File: src/rtl/debug_trace_buf_pkg.sv
// Shared types for the debug trace buffer: FSM state encoding, record layout and width helper.
// Record layout gains a 32-bit timestamp when TRACE_TIMESTAMP_EN is defined.
package debug_trace_pkg;

  typedef enum logic [1:0] {
    IDLE  = 2'd0,
    ARMED = 2'd1,
    POST  = 2'd2,
    DUMP  = 2'd3
  } trace_state_e;

  localparam int TRACE_XLEN = 32;
  localparam int TSTAMP_W   = 32;

  typedef struct packed {
    logic [TRACE_XLEN-1:0] pc;
    logic [TRACE_XLEN-1:0] instr;
    logic [TRACE_XLEN-1:0] alu;
    logic                  mem_we;
    logic [TRACE_XLEN-1:0] mem_addr;
    logic [TRACE_XLEN-1:0] mem_wdata;
`ifdef TRACE_TIMESTAMP_EN
    logic [TSTAMP_W-1:0]   tstamp;
`endif
  } trace_rec_t;

  function automatic int trace_rec_w(input int xlen);
`ifdef TRACE_TIMESTAMP_EN
    return 5 * xlen + 1 + TSTAMP_W;
`else
    return 5 * xlen + 1;
`endif
  endfunction

  localparam int TRACE_REC_W = trace_rec_w(TRACE_XLEN);

endpackage

File: src/rtl/debug_trace_buf_if.sv
// Debug tap, control and readout bundle for debug_trace_buf.
// rd_tstamp exists only when TRACE_TIMESTAMP_EN is defined.
interface debug_trace_buf_if #(
  parameter int XLEN  = 32,
  parameter int DEPTH = 16
);
  logic                     smp_valid;
  logic [XLEN-1:0]          smp_pc;
  logic [XLEN-1:0]          smp_instr;
  logic [XLEN-1:0]          smp_alu;
  logic                     smp_mem_we;
  logic [XLEN-1:0]          smp_mem_addr;
  logic [XLEN-1:0]          smp_mem_wdata;
  logic                     arm;
  logic                     abort;
  logic [XLEN-1:0]          trig_pc;
  logic                     rd_valid;
  logic                     rd_ready;
  logic [XLEN-1:0]          rd_pc;
  logic [XLEN-1:0]          rd_instr;
  logic [XLEN-1:0]          rd_alu;
  logic                     rd_mem_we;
  logic [XLEN-1:0]          rd_mem_addr;
  logic [XLEN-1:0]          rd_mem_wdata;
  logic                     rd_last;
`ifdef TRACE_TIMESTAMP_EN
  logic [31:0]              rd_tstamp;
`endif
  logic [1:0]               state_o;
  logic [$clog2(DEPTH):0]   entries;

  modport slave (
    input  smp_valid, smp_pc, smp_instr, smp_alu, smp_mem_we, smp_mem_addr, smp_mem_wdata,
    input  arm, abort, trig_pc, rd_ready,
`ifdef TRACE_TIMESTAMP_EN
    output rd_tstamp,
`endif
    output rd_valid, rd_pc, rd_instr, rd_alu, rd_mem_we, rd_mem_addr, rd_mem_wdata, rd_last,
    output state_o, entries
  );

  modport master (
    output smp_valid, smp_pc, smp_instr, smp_alu, smp_mem_we, smp_mem_addr, smp_mem_wdata,
    output arm, abort, trig_pc, rd_ready,
`ifdef TRACE_TIMESTAMP_EN
    input  rd_tstamp,
`endif
    input  rd_valid, rd_pc, rd_instr, rd_alu, rd_mem_we, rd_mem_addr, rd_mem_wdata, rd_last,
    input  state_o, entries
  );

endinterface

File: src/rtl/debug_trace_buf_trace_ram.sv
// Simple dual-port trace storage: one write port, one read port with a registered,
// enable-gated output so the read data holds while the consumer stalls.
module trace_ram #(
  parameter int DEPTH = 16,
  parameter int WIDTH = 161
) (
  input  logic                     clk,
  input  logic                     we_i,
  input  logic [$clog2(DEPTH)-1:0] waddr_i,
  input  logic [WIDTH-1:0]         wdata_i,
  input  logic                     re_i,
  input  logic [$clog2(DEPTH)-1:0] raddr_i,
  output logic [WIDTH-1:0]         rdata_o
);

  logic [WIDTH-1:0] mem_q [DEPTH];
  logic [WIDTH-1:0] rdata_q;

  always_ff @(posedge clk) begin
    if (we_i) begin
      mem_q[waddr_i] <= wdata_i;
    end
  end

  always_ff @(posedge clk) begin
    if (re_i) begin
      rdata_q <= mem_q[raddr_i];
    end
  end

  assign rdata_o = rdata_q;

endmodule

File: src/rtl/debug_trace_buf.sv
// Per-instruction trace capture buffer: circular capture, PC-match trigger with post-trigger
// window, then oldest-first readout. Timestamp per entry when TRACE_TIMESTAMP_EN is defined.
module debug_trace_buf
  import debug_trace_pkg::*;
#(
  parameter int XLEN      = 32,
  parameter int DEPTH     = 16,
  parameter int POST_TRIG = 8
) (
  input  logic             clk,
  input  logic             rst,
  debug_trace_buf_if.slave bus
);

  localparam int AW    = $clog2(DEPTH);
  localparam int CW    = AW + 1;
  localparam int REC_W = trace_rec_w(XLEN);

  typedef struct packed {
    logic [XLEN-1:0] pc;
    logic [XLEN-1:0] instr;
    logic [XLEN-1:0] alu;
    logic            mem_we;
    logic [XLEN-1:0] mem_addr;
    logic [XLEN-1:0] mem_wdata;
`ifdef TRACE_TIMESTAMP_EN
    logic [31:0]     tstamp;
`endif
  } rec_t;

  trace_state_e  state_q, state_d;
  logic [AW-1:0] wr_ptr_q, wr_ptr_d;
  logic [CW-1:0] entries_q, entries_d;
  logic [AW-1:0] post_cnt_q, post_cnt_d;
  logic [CW-1:0] fetch_cnt_q, fetch_cnt_d;
  logic          rd_valid_q, rd_valid_d;

  logic          trig_hit;
  logic          smp_store;
  logic          rd_last;
  logic          rd_fire;
  logic          ram_re;
  logic [AW-1:0] ram_raddr;
  rec_t          wr_rec;
  rec_t          rd_rec;

`ifdef TRACE_TIMESTAMP_EN
  logic [31:0]   tstamp_q;

  always_ff @(posedge clk) begin
    if (rst) begin
      tstamp_q <= '0;
    end else begin
      tstamp_q <= tstamp_q + 32'd1;
    end
  end
`endif

  assign trig_hit  = bus.smp_valid && (bus.smp_pc == bus.trig_pc);
  assign smp_store = ((state_q == ARMED) || (state_q == POST)) && bus.smp_valid && !bus.abort;
  // The read register holds one entry, so once every entry is fetched it holds the final one.
  assign rd_last   = rd_valid_q && (fetch_cnt_q == entries_q);
  assign rd_fire   = rd_valid_q && bus.rd_ready;
  assign ram_re    = (state_q == DUMP) && !bus.abort && (fetch_cnt_q != entries_q)
                     && (!rd_valid_q || bus.rd_ready);
  assign ram_raddr = wr_ptr_q - entries_q[AW-1:0] + fetch_cnt_q[AW-1:0];

  always_comb begin
    wr_rec           = '0;
    wr_rec.pc        = bus.smp_pc;
    wr_rec.instr     = bus.smp_instr;
    wr_rec.alu       = bus.smp_alu;
    wr_rec.mem_we    = bus.smp_mem_we;
    wr_rec.mem_addr  = bus.smp_mem_addr;
    wr_rec.mem_wdata = bus.smp_mem_wdata;
`ifdef TRACE_TIMESTAMP_EN
    wr_rec.tstamp    = tstamp_q;
`endif
  end

  trace_ram #(
    .DEPTH (DEPTH),
    .WIDTH (REC_W)
  ) u_ram (
    .clk     (clk),
    .we_i    (smp_store),
    .waddr_i (wr_ptr_q),
    .wdata_i (wr_rec),
    .re_i    (ram_re),
    .raddr_i (ram_raddr),
    .rdata_o (rd_rec)
  );

  always_ff @(posedge clk) begin
    if (rst) begin
      state_q     <= IDLE;
      wr_ptr_q    <= '0;
      entries_q   <= '0;
      post_cnt_q  <= '0;
      fetch_cnt_q <= '0;
      rd_valid_q  <= 1'b0;
    end else begin
      state_q     <= state_d;
      wr_ptr_q    <= wr_ptr_d;
      entries_q   <= entries_d;
      post_cnt_q  <= post_cnt_d;
      fetch_cnt_q <= fetch_cnt_d;
      rd_valid_q  <= rd_valid_d;
    end
  end

  always_comb begin
    state_d = state_q;
    if (bus.abort) begin
      state_d = IDLE;
    end else begin
      case (state_q)
        IDLE:    if (bus.arm) state_d = ARMED;
        ARMED:   if (trig_hit) state_d = (POST_TRIG == 0) ? DUMP : POST;
        POST:    if (bus.smp_valid && (post_cnt_q == AW'(1))) state_d = DUMP;
        DUMP:    if (rd_fire && rd_last) state_d = IDLE;
        default: state_d = IDLE;
      endcase
    end
  end

  always_comb begin
    wr_ptr_d    = wr_ptr_q;
    entries_d   = entries_q;
    post_cnt_d  = post_cnt_q;
    fetch_cnt_d = fetch_cnt_q;
    rd_valid_d  = rd_valid_q;
    if (bus.abort) begin
      wr_ptr_d    = '0;
      entries_d   = '0;
      post_cnt_d  = '0;
      fetch_cnt_d = '0;
      rd_valid_d  = 1'b0;
    end else begin
      if ((state_q == IDLE) && bus.arm) begin
        wr_ptr_d  = '0;
        entries_d = '0;
      end
      // Once full, the write pointer keeps advancing over the oldest entry.
      if (smp_store) begin
        wr_ptr_d = wr_ptr_q + 1'b1;
        if (entries_q != CW'(DEPTH)) begin
          entries_d = entries_q + 1'b1;
        end
      end
      if ((state_q == ARMED) && trig_hit) begin
        post_cnt_d = AW'(POST_TRIG);
      end else if ((state_q == POST) && bus.smp_valid) begin
        post_cnt_d = post_cnt_q - 1'b1;
      end
      if (state_q == DUMP) begin
        if (ram_re) begin
          fetch_cnt_d = fetch_cnt_q + 1'b1;
          rd_valid_d  = 1'b1;
        end else if (rd_fire) begin
          rd_valid_d  = 1'b0;
        end
        if (rd_fire && rd_last) begin
          entries_d   = '0;
          fetch_cnt_d = '0;
        end
      end
    end
  end

  always_comb begin
    bus.rd_valid     = rd_valid_q;
    bus.rd_last      = rd_last;
    bus.state_o      = state_q;
    bus.entries      = entries_q;
    bus.rd_pc        = '0;
    bus.rd_instr     = '0;
    bus.rd_alu       = '0;
    bus.rd_mem_we    = 1'b0;
    bus.rd_mem_addr  = '0;
    bus.rd_mem_wdata = '0;
`ifdef TRACE_TIMESTAMP_EN
    bus.rd_tstamp    = '0;
`endif
    if (rd_valid_q) begin
      bus.rd_pc        = rd_rec.pc;
      bus.rd_instr     = rd_rec.instr;
      bus.rd_alu       = rd_rec.alu;
      bus.rd_mem_we    = rd_rec.mem_we;
      bus.rd_mem_addr  = rd_rec.mem_addr;
      bus.rd_mem_wdata = rd_rec.mem_wdata;
`ifdef TRACE_TIMESTAMP_EN
      bus.rd_tstamp    = rd_rec.tstamp;
`endif
    end
  end

endmodule

File: src/flat_wrapper.sv
// flat-port wrapper written by rule: the top's interface ports become plain ports
module debug_trace_buf_flat import debug_trace_pkg::*;
#(
  parameter int XLEN      = 32,
  parameter int DEPTH     = 16,
  parameter int POST_TRIG = 8
)
  (clk, rst, bus_smp_valid, bus_smp_pc, bus_smp_instr, bus_smp_alu, bus_smp_mem_we, bus_smp_mem_addr, bus_smp_mem_wdata, bus_arm, bus_abort, bus_trig_pc, bus_rd_ready, bus_rd_valid, bus_rd_pc, bus_rd_instr, bus_rd_alu, bus_rd_mem_we, bus_rd_mem_addr, bus_rd_mem_wdata, bus_rd_last, bus_state_o, bus_entries);
  debug_trace_buf_if #(.XLEN(XLEN), .DEPTH(DEPTH)) bus_i ();
  input  logic clk;
  input  logic rst;
  input wire logic [$bits(bus_i.smp_valid)-1:0] bus_smp_valid;
  input wire logic [$bits(bus_i.smp_pc)-1:0] bus_smp_pc;
  input wire logic [$bits(bus_i.smp_instr)-1:0] bus_smp_instr;
  input wire logic [$bits(bus_i.smp_alu)-1:0] bus_smp_alu;
  input wire logic [$bits(bus_i.smp_mem_we)-1:0] bus_smp_mem_we;
  input wire logic [$bits(bus_i.smp_mem_addr)-1:0] bus_smp_mem_addr;
  input wire logic [$bits(bus_i.smp_mem_wdata)-1:0] bus_smp_mem_wdata;
  input wire logic [$bits(bus_i.arm)-1:0] bus_arm;
  input wire logic [$bits(bus_i.abort)-1:0] bus_abort;
  input wire logic [$bits(bus_i.trig_pc)-1:0] bus_trig_pc;
  input wire logic [$bits(bus_i.rd_ready)-1:0] bus_rd_ready;
  output wire logic [$bits(bus_i.rd_valid)-1:0] bus_rd_valid;
  output wire logic [$bits(bus_i.rd_pc)-1:0] bus_rd_pc;
  output wire logic [$bits(bus_i.rd_instr)-1:0] bus_rd_instr;
  output wire logic [$bits(bus_i.rd_alu)-1:0] bus_rd_alu;
  output wire logic [$bits(bus_i.rd_mem_we)-1:0] bus_rd_mem_we;
  output wire logic [$bits(bus_i.rd_mem_addr)-1:0] bus_rd_mem_addr;
  output wire logic [$bits(bus_i.rd_mem_wdata)-1:0] bus_rd_mem_wdata;
  output wire logic [$bits(bus_i.rd_last)-1:0] bus_rd_last;
  output wire logic [$bits(bus_i.state_o)-1:0] bus_state_o;
  output wire logic [$bits(bus_i.entries)-1:0] bus_entries;
  assign bus_i.smp_valid = bus_smp_valid;
  assign bus_i.smp_pc = bus_smp_pc;
  assign bus_i.smp_instr = bus_smp_instr;
  assign bus_i.smp_alu = bus_smp_alu;
  assign bus_i.smp_mem_we = bus_smp_mem_we;
  assign bus_i.smp_mem_addr = bus_smp_mem_addr;
  assign bus_i.smp_mem_wdata = bus_smp_mem_wdata;
  assign bus_i.arm = bus_arm;
  assign bus_i.abort = bus_abort;
  assign bus_i.trig_pc = bus_trig_pc;
  assign bus_i.rd_ready = bus_rd_ready;
  assign bus_rd_valid = bus_i.rd_valid;
  assign bus_rd_pc = bus_i.rd_pc;
  assign bus_rd_instr = bus_i.rd_instr;
  assign bus_rd_alu = bus_i.rd_alu;
  assign bus_rd_mem_we = bus_i.rd_mem_we;
  assign bus_rd_mem_addr = bus_i.rd_mem_addr;
  assign bus_rd_mem_wdata = bus_i.rd_mem_wdata;
  assign bus_rd_last = bus_i.rd_last;
  assign bus_state_o = bus_i.state_o;
  assign bus_entries = bus_i.entries;
  debug_trace_buf #(.XLEN(XLEN), .DEPTH(DEPTH), .POST_TRIG(POST_TRIG)) u_core (.clk(clk), .rst(rst), .bus(bus_i));
endmodule
File: config.mk
export PLATFORM = sky130hd
export DESIGN_NAME = debug_trace_buf_flat
export DESIGN_NICKNAME = d
export VERILOG_FILES = /design/src/rtl/debug_trace_buf_pkg.sv /design/src/rtl/debug_trace_buf_if.sv /design/src/rtl/debug_trace_buf_trace_ram.sv /design/src/rtl/debug_trace_buf.sv /design/src/flat_wrapper.sv
export SDC_FILE = /design/constraint.sdc
export NUM_CORES = 2
export LEC_CHECK = 0
export CORE_ASPECT_RATIO = 1.5
export CORE_MARGIN = 2
export CORE_UTILIZATION = 30
export CTS_CLUSTER_SIZE = 12
export DETAILED_ROUTE_END_ITERATION = 10
export GPL_TIMING_DRIVEN = 0
export PLACE_DENSITY = 0.5
export SETUP_SLACK_MARGIN = 0.2
export SKIP_CTS_REPAIR_TIMING = 1
export SLEW_MARGIN = 10
export SYNTH_ARGS = -nofsm -noshare
export SYNTH_HDL_FRONTEND = slang
export SYNTH_SLANG_ARGS = --single-unit
File: constraint.sdc
create_clock -name clk -period 35.7 [get_ports clk]
set_clock_uncertainty 0.1 [all_clocks]
set_input_delay 8.925 -clock clk [delete_from_list [all_inputs] [get_ports clk]]
set_output_delay 8.925 -clock clk [all_outputs]
set_load 0.1 [all_outputs]
=== Yosys cells after proc, flatten, opt, wreduce, memory -nomap -nowiden ===
Memory sizes are Yosys's and may differ from the RTL's. A register that Yosys moved wholly into a read port is not among the register bits.
Index checks and enable logic that the tools add are counted.

* Bits in registers: 21
* Memory bits (writable): 2576
* Input port bits: 199
* Output and inout port bits: 170
* Word-level logic and storage cells: 79
* Memories kept: 1

* $add $sub $neg: 6
* Equality and inequality tests: 12
* Muxes and demuxes: 26
* Reductions and logical operators: 27

{| class="wikitable"
|+ Memory list
! name !! depth !! bits a word !! rd ports !! clocked after Yosys merged registers in !! wr ports !! line !! source
|-
| u_core.u_ram.mem_q || 16 || 161 || 1 || 1 || 1 || debug_trace_buf_trace_ram.sv:16 || <nowiki>logic [WIDTH-1:0] mem_q [DEPTH];</nowiki>
|}

{| class="wikitable"
|+ Operators with widths
! operator !! count
|-
| $mux W32 || 5
|-
| $mux W5 || 7
|-
| $eq A32 B32 Y1 || 1
|-
| $mux W4 || 4
|-
| $logic_and A1 B1 Y1 || 13
|-
| $add A5 B1 Y5 const B || 2
|-
| $mux W2 || 4
|-
| $pmux W2 S4 || 1
|-
| $reduce_bool A2 Y1 || 4
|-
| $ne A2 B2 Y1 const B || 3
|-
| $eq A5 B5 Y1 || 1
|-
| $mux W1 || 5
|-
| $ne A5 B5 Y1 || 1
|-
| $ne A5 B5 Y1 const B || 1
|-
| $add A4 B1 Y4 const B || 1
|-
| $add A4 B4 Y4 || 1
|-
| $eq A2 B2 Y1 const B || 2
|-
| $eq A4 B1 Y1 const B || 1
|-
| $reduce_and A2 Y1 || 2
|-
| $reduce_and A4 Y1 || 1
|-
| $sub A4 B1 Y4 const B || 1
|-
| $sub A4 B4 Y4 || 1
|-
| $reduce_or A3 Y1 || 1
|-
| $eq A2 B1 Y1 const B || 1
|-
| 5 further kinds || 7
|}

=== Longest topological paths before layout ===
* Word-level depth: 7
* Depth in mapped cells: 11

=== Cells and area by module ===
Synthesis repeated with hierarchy kept, for this count alone.

* Cells, all modules: 4600
* Area, all modules: 104327.6 um^2

{| class="wikitable"
|+ By module, submodules not included
! module !! instances !! cells an instance !! area an instance (um^2)
|-
| trace_ram || 1 || 4208 || 101517.4
|-
| debug_trace_buf || 1 || 392 || 2810.2
|}

=== Least setup slack after synthesis ===
Ideal clock, no wire load.

* Kind: input-to-reg
* Start point: in bus_smp_valid
* End point: mem u_core.u_ram.mem_q[3][0], enable pin
* Data arrival time: 20302 ps
* Setup slack: 14419 ps
* Cell stages on the path: 4
* Path buffers: 0
* Path through: nand2_1 > nor2_1 > nand2_1 > nor3_1

* Cells in the longest elaborated chain, start to end: 4

{| class="wikitable"
|+ Ends and longest elaborated chain
! item !! line !! source
|-
| start: declaration || flat_wrapper.sv:12 || <nowiki>input wire logic [$bits(bus_i.smp_valid)-1:0] bus_smp_valid;</nowiki>
|-
| $logic_and A1 B1 Y1 (2 in series) || debug_trace_buf.sv:60 || <nowiki>assign smp_store = ((state_q == ARMED) || (state_q == POST)) && bus.smp_valid && !bus.abort;</nowiki>
|-
| $mux W1 || debug_trace_buf_trace_ram.sv:20 || <nowiki>if (we_i) begin</nowiki>
|-
| $mux W1 (implied by the code) || debug_trace_buf_trace_ram.sv:21 || <nowiki>mem_q[waddr_i] <= wdata_i;</nowiki>
|-
| end: declaration || debug_trace_buf_trace_ram.sv:16 ||
|}

Every way passes these cells.

=== Final worst setup path ===
* Start point: reg u_core.rd_valid_q (netlist: u_core.bus.rd_valid)
* End point: out bus_rd_mem_wdata[11]

* Cells in the longest elaborated chain, start to end: 1

{| class="wikitable"
|+ Ends and longest elaborated chain
! item !! line !! source
|-
| start: declaration || debug_trace_buf.sv:36 || <nowiki>logic rd_valid_q, rd_valid_d;</nowiki>
|-
| start signal: assignment || debug_trace_buf.sv:108 || <nowiki>rd_valid_q <= rd_valid_d;</nowiki>
|-
| $mux W32 || debug_trace_buf.sv:185 || <nowiki>if (rd_valid_q) begin</nowiki>
|-
| end: declaration || flat_wrapper.sv:29 || <nowiki>output wire logic [$bits(bus_i.rd_mem_wdata)-1:0] bus_rd_mem_wdata;</nowiki>
|}

Every way passes these cells.

==> metrics.csv <==
metric,value,unit
Synth top area share,0.790,
met3 routed WL,16700,um
WHS,0.438,ns
Yosys reg bits,2758,
post-route non-filler standard cell count,9750,
Wirelength per Cell,31.3,um
Clock transition at path regs,0.07,ns
r2r startpoint,u_core.wr_ptr_q[0],
die width,485,um
most common cell in the synthesized netlist,edfxtp_1,
worst-case clock buffer depth,4,
antenna violations before repair,78,
1st-pass router iterations,5,
Starting DRT DRC Count,3997,
power per cell area,51.0,nW/um2
yosys warns,0,
Chip Height,725,um
clock latency on the worst-skew pair,0.89,ns
Setup crit start,u_core.bus.rd_valid,
internal reg-to-reg setup slack,30.35,ns
die area,352000,um2
Std-Cell Rows,264,
Worst R2R End,u_core.u_ram.rdata_o[2],
Nets,5304,
Mapped Nets,4364,
critical path type,register to output port,
critical path capture point type,output port,
Synth Area per Inst,25.1,um2
period utilization,0.393,
hold crit path type,register to register,
# port buffers,368,
Area contributors post-synth,"edfxtp_1 79%, mux4_2 17%, and2_1 0.97%",
CTS tree,yes,
unrepaired setup endpoints after global routing,no,
IO Pins,369,
crit path to,bus_rd_mem_wdata[11],
crit path time final,14.03,ns
max_cap viols,0,
unique cell type count in the Yosys netlist,42,
worst-margin pin slew,1.33,ns
first-pass GRT wire length,420000,um
Max IR drop VDD,29.0,uV
crit-path max FO,13,
M1 wire length,116000,um
Leakage,38.0,nW
Routed WL,306000,um
Vias,48100,
"Slew Viols, Final",0,
Layout area overhead,21.4,%
critical path startpoint category,register,
top cells by instance count after synthesis,"2737 x edfxtp_1, 805 x mux4_2, 162 x and2_1",
cell area after synthesis,104000,um2
Tot GR Track Use,0.172,
top_reg_cell synth,edfxtp_1,
Hold Fails Final Rpt,0,
hpwl dp,205000,um
Synth area leader,edfxtp_1,
vias per cell,4.93,
Initial Util,0.302,
status,completed,
core box area,345000,um2
"Req. time, crit path",26.68,ns
"antenna viol nets, final",0,
"Arr. time, crit path",5.01,ns
final setup vio count,0,
met2 routed WL,163000,um
fraction of final layout cells sized beyond drive strength 1,0.289,
vias in the first global route,51900,
"Seq/Total Area, Yosys",0.794,
GR Overflow Total,0,
DR DRC count,0,
H-tree depth,5,
number of flops mapped to enable cells by yosys,2737,
Mapped Cells,4142,
Fmax achieved,0.0713,GHz
GP Congestion,0.721,
Relative slew margins,0.114,
ys async rst share,0,
Final TNS setup,0,ns
highest routed layer,met5,
TritonCTS Buffers,286,
filler cell count,31400,
Clock Sinks,2758,
Placed Cells,9315,
root buffer cell,clkbuf_16,
R2R depth,11,
largest net degree at the start of global routing,20,
[area by class of cell]
type	count	area (um2)	share of cell area
clock buffers	355	7520	0.0595
flip-flops and latches	2758	82600	0.654
well taps	4522	5660	0.0448
inverters	25	93.8	0.000743
multi-input cells	1159	20600	0.163
plain buffers	200	912	0.00722
diodes	24	60.1	0.000475
clock inverters	55	515	0.00408
repair buffers	652	8320	0.0659
[flip-flops by register name, indices dropped and copies added, names as in the netlist]
signal and cells:
u_core.u_ram.mem_q 2576, u_core.bus.state_o 2, u_core.post_cnt_q 4, u_core.bus.entries 5, u_core.wr_ptr_q 4, u_core.bus.rd_valid 1
u_core.u_ram.rdata_o 161, u_core.fetch_cnt_q 5
[where the power goes]
part | internal, mW | switching [mW] | leakage [nW] | total (mW)
Sequential | 3.56 | 0.00105 | 24.8 | 3.56
Combinational | 0.0625 | 0.0886 | 9.31 | 0.151
Clock | 1.51 | 1.22 | 3.90 | 2.73
Total | 5.14 | 1.31 | 38.0 | 6.45
[worst min-delay path by stage]
stage / start / endpoint / slack, ns / cells past startpoint
CTS: u_core.wr_ptr_q[1] / u_core.wr_ptr_q[1] / 0.44 / 2
global placement: u_core.bus.state_o[1] / u_core.bus.state_o[1] / 0.41 / 2
detailed placement: u_core.post_cnt_q[1] / u_core.post_cnt_q[1] / 0.43 / 2
global route: u_core.post_cnt_q[1] / u_core.post_cnt_q[1] / 0.47 / 2
floorplan: u_core.post_cnt_q[1] / u_core.post_cnt_q[1] / 0.38 / 2
finish: u_core.bus.state_o[1] / u_core.bus.state_o[1] / 0.44 / 2
[per-stage QoR]
stage           util  total power [mW]  setup WS (ns)  area [um2]
5_1_grt        0.366              6.64          21.49      126000
2_1_floorplan      -              3.69          14.42      104000
6_report       0.366              6.45          21.67      126000
3_3_place_gp   0.329              3.78          -5.97      113000
4_1_cts        0.366              6.53          21.38      126000
3_5_place_dp   0.343              3.79          22.39      118000
[logic make-up after synthesis]
family / Yosys count / share of synthesized area
AO/OA/AOI/OAI: 34 / 0.00204
flip-flops: 2758 / 0.794
adder cells (fa/ha/maj): 23 / 0.00298
multiplexers: 806 / 0.174
XOR/XNOR: 43 / 0.00369
AND/OR/NAND/NOR: 253 / 0.0138
buffers and inverters: 225 / 0.00937
[per-layer routing]
layer  up-vias  global-route usage
met4        40              0.0592
li1      19700                   -
met1     26500               0.201
met2      1431               0.310
met3       467              0.0349
met5         -                   0
[placed cells by master, fill, tap and decap left out, drive strengths merged, types with 2 or more instances in the layout]
cell	synthesis	final
xor2	7	7
ha	20	20
o2111ai	2	2
mux4	805	805
a21oi	15	15
nor4	4	4
a21o	2	2
clkbuf	157	513
clkinv	0	33
clkdlybuf4s50	0	363
o21ai	6	6
fa	3	3
a22oi	2	2
nand2	19	19
clkinvlp	0	3
buf	43	331
edfxtp	2737	2737
nand3	9	9
dfxtp	21	21
nand4	7	7
nand2b	2	2
and2	162	162
bufinv	0	4
xnor2	36	36
diode	0	24
inv	25	40
nor2	35	35
nor3	9	9
[worst max-delay path: stages, from the launching register on]
cell and delay [ns]:
dfxtp_1 0.39, clkbuf_2 0.34, buf_12 0.22, clkbuf_4 0.55
clkbuf_1 0.73, and2_1 0.51, clkdlybuf4s50_1 1.23
No activity file was read; power rests on OpenSTA's default activity.
